<file path="config.mk">
export PLATFORM = sky130hd
export DESIGN_NAME = mem_cycle_ctl
export DESIGN_NICKNAME = d
export VERILOG_FILES = /design/src/rtl/mem_cycle_pkg.sv /design/src/rtl/mem_cycle_ctl.sv
export SDC_FILE = /design/constraint.sdc
export NUM_CORES = 1
export LEC_CHECK = 0
export ABC_AREA = 0
export CAP_MARGIN = 30
export CORE_MARGIN = 4
export CORE_UTILIZATION = 42
export DETAILED_ROUTE_END_ITERATION = 7
export HOLD_SLACK_MARGIN = 0.05
export PLACE_DENSITY = 0.87
export SYNTH_ARGS = -nofsm -noshare
export SYNTH_HDL_FRONTEND = slang
export SYNTH_SLANG_ARGS = --single-unit
</file>
<file path="constraint.sdc">
create_clock -name clk -period 4.28 [get_ports clk]
set_input_delay 0.642 -clock clk [delete_from_list [all_inputs] [get_ports clk]]
set_output_delay 0.642 -clock clk [all_outputs]
set_load 0.02 [all_outputs]
</file>
<file path="src/rtl/mem_cycle_pkg.sv">
// Shared types for the memory cycle controller: request opcodes, FSM states
// and the write-lane width helper.
package mem_cycle_pkg;

  typedef enum logic [1:0] {
    OP_READ  = 2'd0,
    OP_WRITE = 2'd1,
    OP_RPW   = 2'd2,
    OP_RSVD  = 2'd3
  } op_t;

  typedef enum logic [2:0] {
    S_IDLE  = 3'd0,
    S_RD    = 3'd1,
    S_WR    = 3'd2,
    S_RESP  = 3'd3,
    S_PAUSE = 3'd4
  } state_t;

  // Bits per write lane; the word must split evenly into lanes.
  function automatic int lane_width(input int width, input int nbytes);
    return width / nbytes;
  endfunction

endpackage

</file>
<file path="src/rtl/mem_cycle_ctl.sv">
// Initiator-side memory cycle controller: sequences READ, WRITE and
// read-pause-write requests onto the sim_mem port. The memory port is
// decoded only from registered state so requester inputs never reach it
// combinationally.
module mem_cycle_ctl
  import mem_cycle_pkg::*;
#(
  parameter int SIZE          = 100,
  parameter int WIDTH         = 36,
  parameter int NBYTES        = 3,
  parameter int ADDR_WIDTH    = $clog2(SIZE),
  parameter int PAUSE_TIMEOUT = 255
) (
  input  logic                  clk,
  input  logic                  reset,
  input  logic                  req_valid,
  output logic                  req_ready,
  input  logic [1:0]            req_op,
  input  logic [ADDR_WIDTH-1:0] req_addr,
  input  logic [0:WIDTH-1]      req_wdata,
  input  logic [0:NBYTES-1]     req_lanes,
  output logic                  rsp_valid,
  input  logic                  rsp_ready,
  output logic [0:WIDTH-1]      rsp_rdata,
  output logic                  rsp_err,
  input  logic                  wr_valid,
  output logic                  wr_ready,
  input  logic [0:WIDTH-1]      wr_data,
  input  logic [0:NBYTES-1]     wr_lanes,
  output logic                  rpw_abort,
  output logic [0:ADDR_WIDTH]   mem_addr,
  output logic [0:WIDTH-1]      mem_din,
  output logic [0:NBYTES-1]     mem_wea,
  input  logic [0:WIDTH-1]      mem_dout
);

  localparam int                  CNT_W    = $clog2(PAUSE_TIMEOUT + 1);
  localparam logic [CNT_W-1:0]    CNT_LAST = CNT_W'(PAUSE_TIMEOUT - 1);
  localparam logic [ADDR_WIDTH:0] SIZE_A   = (ADDR_WIDTH + 1)'(SIZE);

  state_t                state_q, state_d;
  op_t                   op_q, op_d;
  logic [ADDR_WIDTH-1:0] addr_q, addr_d;
  logic [0:WIDTH-1]      wdata_q, wdata_d;
  logic [0:NBYTES-1]     lanes_q, lanes_d;
  logic [0:WIDTH-1]      rdata_q, rdata_d;
  logic                  err_q, err_d;
  logic [CNT_W-1:0]      cnt_q, cnt_d;
  logic                  abort_q, abort_d;

  // State and captured request registers; reset drops any write in flight.
  always_ff @(posedge clk or posedge reset) begin
    if (reset) begin
      state_q <= S_IDLE;
      op_q    <= OP_READ;
      addr_q  <= '0;
      wdata_q <= '0;
      lanes_q <= '0;
      rdata_q <= '0;
      err_q   <= 1'b0;
      cnt_q   <= '0;
      abort_q <= 1'b0;
    end else begin
      state_q <= state_d;
      op_q    <= op_d;
      addr_q  <= addr_d;
      wdata_q <= wdata_d;
      lanes_q <= lanes_d;
      rdata_q <= rdata_d;
      err_q   <= err_d;
      cnt_q   <= cnt_d;
      abort_q <= abort_d;
    end
  end

  // Next-state logic plus the two handshake readies.
  always_comb begin
    state_d   = state_q;
    op_d      = op_q;
    addr_d    = addr_q;
    wdata_d   = wdata_q;
    lanes_d   = lanes_q;
    rdata_d   = rdata_q;
    err_d     = err_q;
    cnt_d     = cnt_q;
    abort_d   = 1'b0;
    req_ready = 1'b0;
    wr_ready  = 1'b0;
    case (state_q)
      S_IDLE: begin
        req_ready = 1'b1;
        if (req_valid) begin
          op_d    = op_t'(req_op);
          addr_d  = req_addr;
          wdata_d = req_wdata;
          lanes_d = req_lanes;
          rdata_d = '0;
          err_d   = 1'b0;
          if (({1'b0, req_addr} >= SIZE_A) || (op_t'(req_op) == OP_RSVD)) begin
            err_d   = 1'b1;
            state_d = S_RESP;
          end else if (op_t'(req_op) == OP_WRITE) begin
            state_d = S_WR;
          end else begin
            state_d = S_RD;
          end
        end
      end
      S_RD: begin
        rdata_d = mem_dout;
        state_d = S_RESP;
      end
      S_WR: begin
        // The RPW write half already answered with its read data.
        if (op_q == OP_RPW) begin
          state_d = S_IDLE;
        end else begin
          rdata_d = '0;
          state_d = S_RESP;
        end
      end
      S_RESP: begin
        if (rsp_ready) begin
          err_d = 1'b0;
          if ((op_q == OP_RPW) && !err_q) begin
            cnt_d   = '0;
            state_d = S_PAUSE;
          end else begin
            state_d = S_IDLE;
          end
        end
      end
      S_PAUSE: begin
        // A write half arriving in the expiry cycle still wins.
        if (wr_valid) begin
          wr_ready = 1'b1;
          wdata_d  = wr_data;
          lanes_d  = wr_lanes;
          state_d  = S_WR;
        end else if (cnt_q == CNT_LAST) begin
          abort_d = 1'b1;
          state_d = S_IDLE;
        end else begin
          cnt_d = cnt_q + 1'b1;
        end
      end
      default: state_d = S_IDLE;
    endcase
  end

  // Memory port and response outputs decoded from registered state only.
  always_comb begin
    mem_addr  = '0;
    mem_din   = '0;
    mem_wea   = '0;
    rsp_valid = (state_q == S_RESP);
    rsp_rdata = rdata_q;
    rsp_err   = err_q;
    rpw_abort = abort_q;
    case (state_q)
      S_RD, S_PAUSE: mem_addr = {1'b0, addr_q};
      S_WR: begin
        mem_addr = {1'b0, addr_q};
        mem_din  = wdata_q;
        mem_wea  = lanes_q;
      end
      default: ;
    endcase
  end

endmodule

</file>
==> flow_metrics.env <==
export IMPL_cp_arrival_ns=2.51
export IMPL_place_port_buffers=214
export IMPL_drt_first_pass_iters=5
export IMPL_postPlaceCellArea_sq_um=6830
export IMPL_crit_fanout=39
export IMPL_cts_tree="done"
export IMPL_avgSynthCellArea_sq_um=11.0
export IMPL_die_h_um=113
export IMPL_ys_seq_area_frac=0.522
export IMPL_dieArea_sq_um=12800
export IMPL_synthesis_nets=552
export IMPL_synth_edff_count=0
export IMPL_dp_cells=750
export IMPL_timing_rr_end="wdata_q[11]"
export IMPL_worstHoldPathCells=2
export IMPL_finalWirelength_mm=12.9
export IMPL_regToRegSetupSlack_ns=1.86
export IMPL_drive_gt1_frac=0.0640
export IMPL_async_reset_ff_frac=1.00
export IMPL_crit_required_ns=3.64
export IMPL_antenna_found_initial=0
export IMPL_coreArea_sq_um=10800
export IMPL_chipWidth_um=113
export IMPL_post_cts_buffers=0
export IMPL_final_min_clock_period_ns=3.15
export IMPL_fillers=850
export IMPL_power_per_cell_area_nw_per_um2=597
export IMPL_finalHoldViolations=0
export IMPL_ir_drop_mv=0.335
export IMPL_routabilityCongestion=0.857
export IMPL_p_leak_nw=2.91
export IMPL_path_clk_slew_ns=0.09
export IMPL_post_place_ws_ns=1.50
export IMPL_status="completed"
export IMPL_dp_hpwl_mm=9.65
export IMPL_finalSetupViolCount=0
export IMPL_rsz0062_at_grt="false"
export IMPL_drcViolationCount=0
export IMPL_cts_htree_levels=3
export IMPL_globalRouteOverflowTotal=0
export IMPL_drt_iter0_drc=213
export IMPL_clk_latency_ns=0.35
export IMPL_grt_pass1_vias=4043
export IMPL_synthCells=422
export IMPL_synth_top_area_cell="dfrtp_1"
export IMPL_fin_area_sq_um=7020
export IMPL_nets=751
export IMPL_cp_end_kind="output pin"
export IMPL_ys_seq_elements=97
export IMPL_post_drt_wl_per_cell_um=16.8
export IMPL_synth_ff_type="dfrtp_1"
export IMPL_cts_hold_buf=0
export IMPL_cts_root_buf="clkbuf_8"
export IMPL_rows=38
export IMPL_reg2reg_depth=6
export IMPL_cap_violations=0
export IMPL_tightest_slew_ns=0.708
export IMPL_fmax_mhz=318
export IMPL_cts_num_sinks=97
export IMPL_holdWs_ns=0.476
export IMPL_maxSlewHeadroom=0.528
export IMPL_grt_pass1_wl_mm=20.5
export IMPL_final_util=0.648
export IMPL_fin_cells=765
export IMPL_fin_ws_ns=1.13
export IMPL_cts_path_max_buffers=2
export IMPL_viasPerCell=5.07
export IMPL_diodes=0
export IMPL_grt_use_total=0.199
export IMPL_start_util=0.429
export IMPL_ctsResizeCount=0
export IMPL_finalPower_mw=4.19
export IMPL_synthTopCellsByArea="dfrtp_1 (52%), mux2i_1 (8.8%), a22o_1 (6.8%), and2_1 (6.2%), nand2_1 (3.6%)"
export IMPL_io_pins=216
export IMPL_synth_top_area_frac=0.522
export IMPL_timing_setup_tns_ns=0
export IMPL_synth_area_sq_um=4650
export IMPL_post_route_period_util=0.736
export IMPL_ys_warn_count=0
export IMPL_path_class="reg2out"
export IMPL_numCtsBuffers=9
export IMPL_area_delta_synth_final_pct=51.1
export IMPL_start_kind="register"
export IMPL_slew_viol_final=0
export IMPL_hold_end="wdata_q[8]"
export IMPL_hold_class="reg2reg"
export IMPL_via_count=3877
export IMPL_hp_start="wdata_q[8]"
export IMPL_ys_types=47
export IMPL_timing_rr_start="state_q[2]"
export IMPL_grt_max_degree=79
export IMPL_fin_skew_ns=0.00834
export IMPL_antenna_left=0
[metal layers]
layer,track usage,vias up,share of wire
li1,-,1879,-
met1,0.235,1823,0.40
met2,0.356,161,0.51
met3,0.0465,14,0.071
met4,0.0641,0,0.013
met5,0,-,0
[cell type report]
type                            count  area [sq um]  share of cell area
Clock inverter                      5          56.3             0.00802
Multi-Input combinational cell    289          2020               0.288
Tap cell                          140           175              0.0249
Clock buffer                       10           138              0.0196
Timing Repair Buffer              220          2190               0.311
Inverter                            4          17.5             0.00249
Sequential cell                    97          2430               0.346
[worst max path at each step]
stage | from | end | slack, ns
after floorplan | reset | addr_q[0] | 1.10
after global placement | wr_valid | wr_ready | 1.54
after detailed placement | state_q[1] | mem_din[3] | 1.50
after CTS | state_q[1] | mem_din[3] | 1.08
after global routing | state_q[1] | mem_din[29] | 0.93
final | state_q[1] | mem_din[29] | 1.13
[cell usage after synthesis (2+ instances only)]
library cell and instances:
mux2i_1 41, a21o_1 3, and2_1 46, buf_6 6, inv_1 4, nor2_1 2, o21ai_0 26, nor2b_1 3
mux2_2 10, o21ai_1 20, a22o_1 36, buf_2 18, and2b_1 2, dfrtp_1 97, nor3b_1 3, nor4_1 2
ha_1 2, nand4_1 4, nand2b_1 4, clkbuf_1 6, nor3_1 2, buf_4 2, nand3_1 10, a21oi_1 6
nand2_1 45
[power breakdown]
group          switching [mW]  internal, mW
registers               0.236          1.29
clock network           0.308         0.282
logic                    1.06          1.02
[critical path: stages, from the launching register on]
cell             delay, ns
dfrtp_1               0.67
and2b_1               0.23
and2b_1               0.14
buf_4                 0.29
and2_1                0.18
clkdlybuf4s50_1       0.62
[state kept, by name (all words and copies together) (netlist names)]
signal     cells
addr_q         7
cnt_q          8
lanes_q        3
op_q           2
rpw_abort      1
rsp_err        1
rsp_rdata     36
state_q        3
wdata_q       36
[cell usage in the layout, fill, tap and decap left out, types with 2 or more instances in the layout]
| master | n |
|---|---|
| a22o_1 | 36 |
| dfrtp_1 | 97 |
| nand3_1 | 10 |
| nor2_1 | 2 |
| o21ai_0 | 26 |
| clkinv_2 | 2 |
| mux2_2 | 10 |
| nand2_1 | 45 |
| o21ai_1 | 20 |
| mux2i_1 | 41 |
| and2_1 | 46 |
| clkbuf_8 | 10 |
| nor2b_1 | 3 |
| nand2b_1 | 4 |
| nor3b_1 | 2 |
| a21oi_1 | 6 |
| a21o_1 | 3 |
| inv_1 | 3 |
| nor4_1 | 2 |
| buf_4 | 6 |
| nand4_1 | 4 |
| and2b_1 | 2 |
| ha_1 | 2 |
| nor3_1 | 2 |
| clkdlybuf4s50_1 | 214 |
[cell families (layout without fill, tap and decap cells)]
logic type               count (synthesis)  in the layout  share of synthesized area
flip-flops                              97             97                      0.522
AND/OR/NAND/NOR                        132            132                      0.160
other                                    1              1                   0.000807
XOR/XNOR                                 1              1                    0.00189
multiplexers                            51             51                      0.113
AO/OA/AOI/OAI                          102            102                      0.152
buffers and inverters                   36            239                     0.0452
adder cells (fa/ha/maj)                  2              2                    0.00538
No activity file was read; power rests on OpenSTA's default activity.
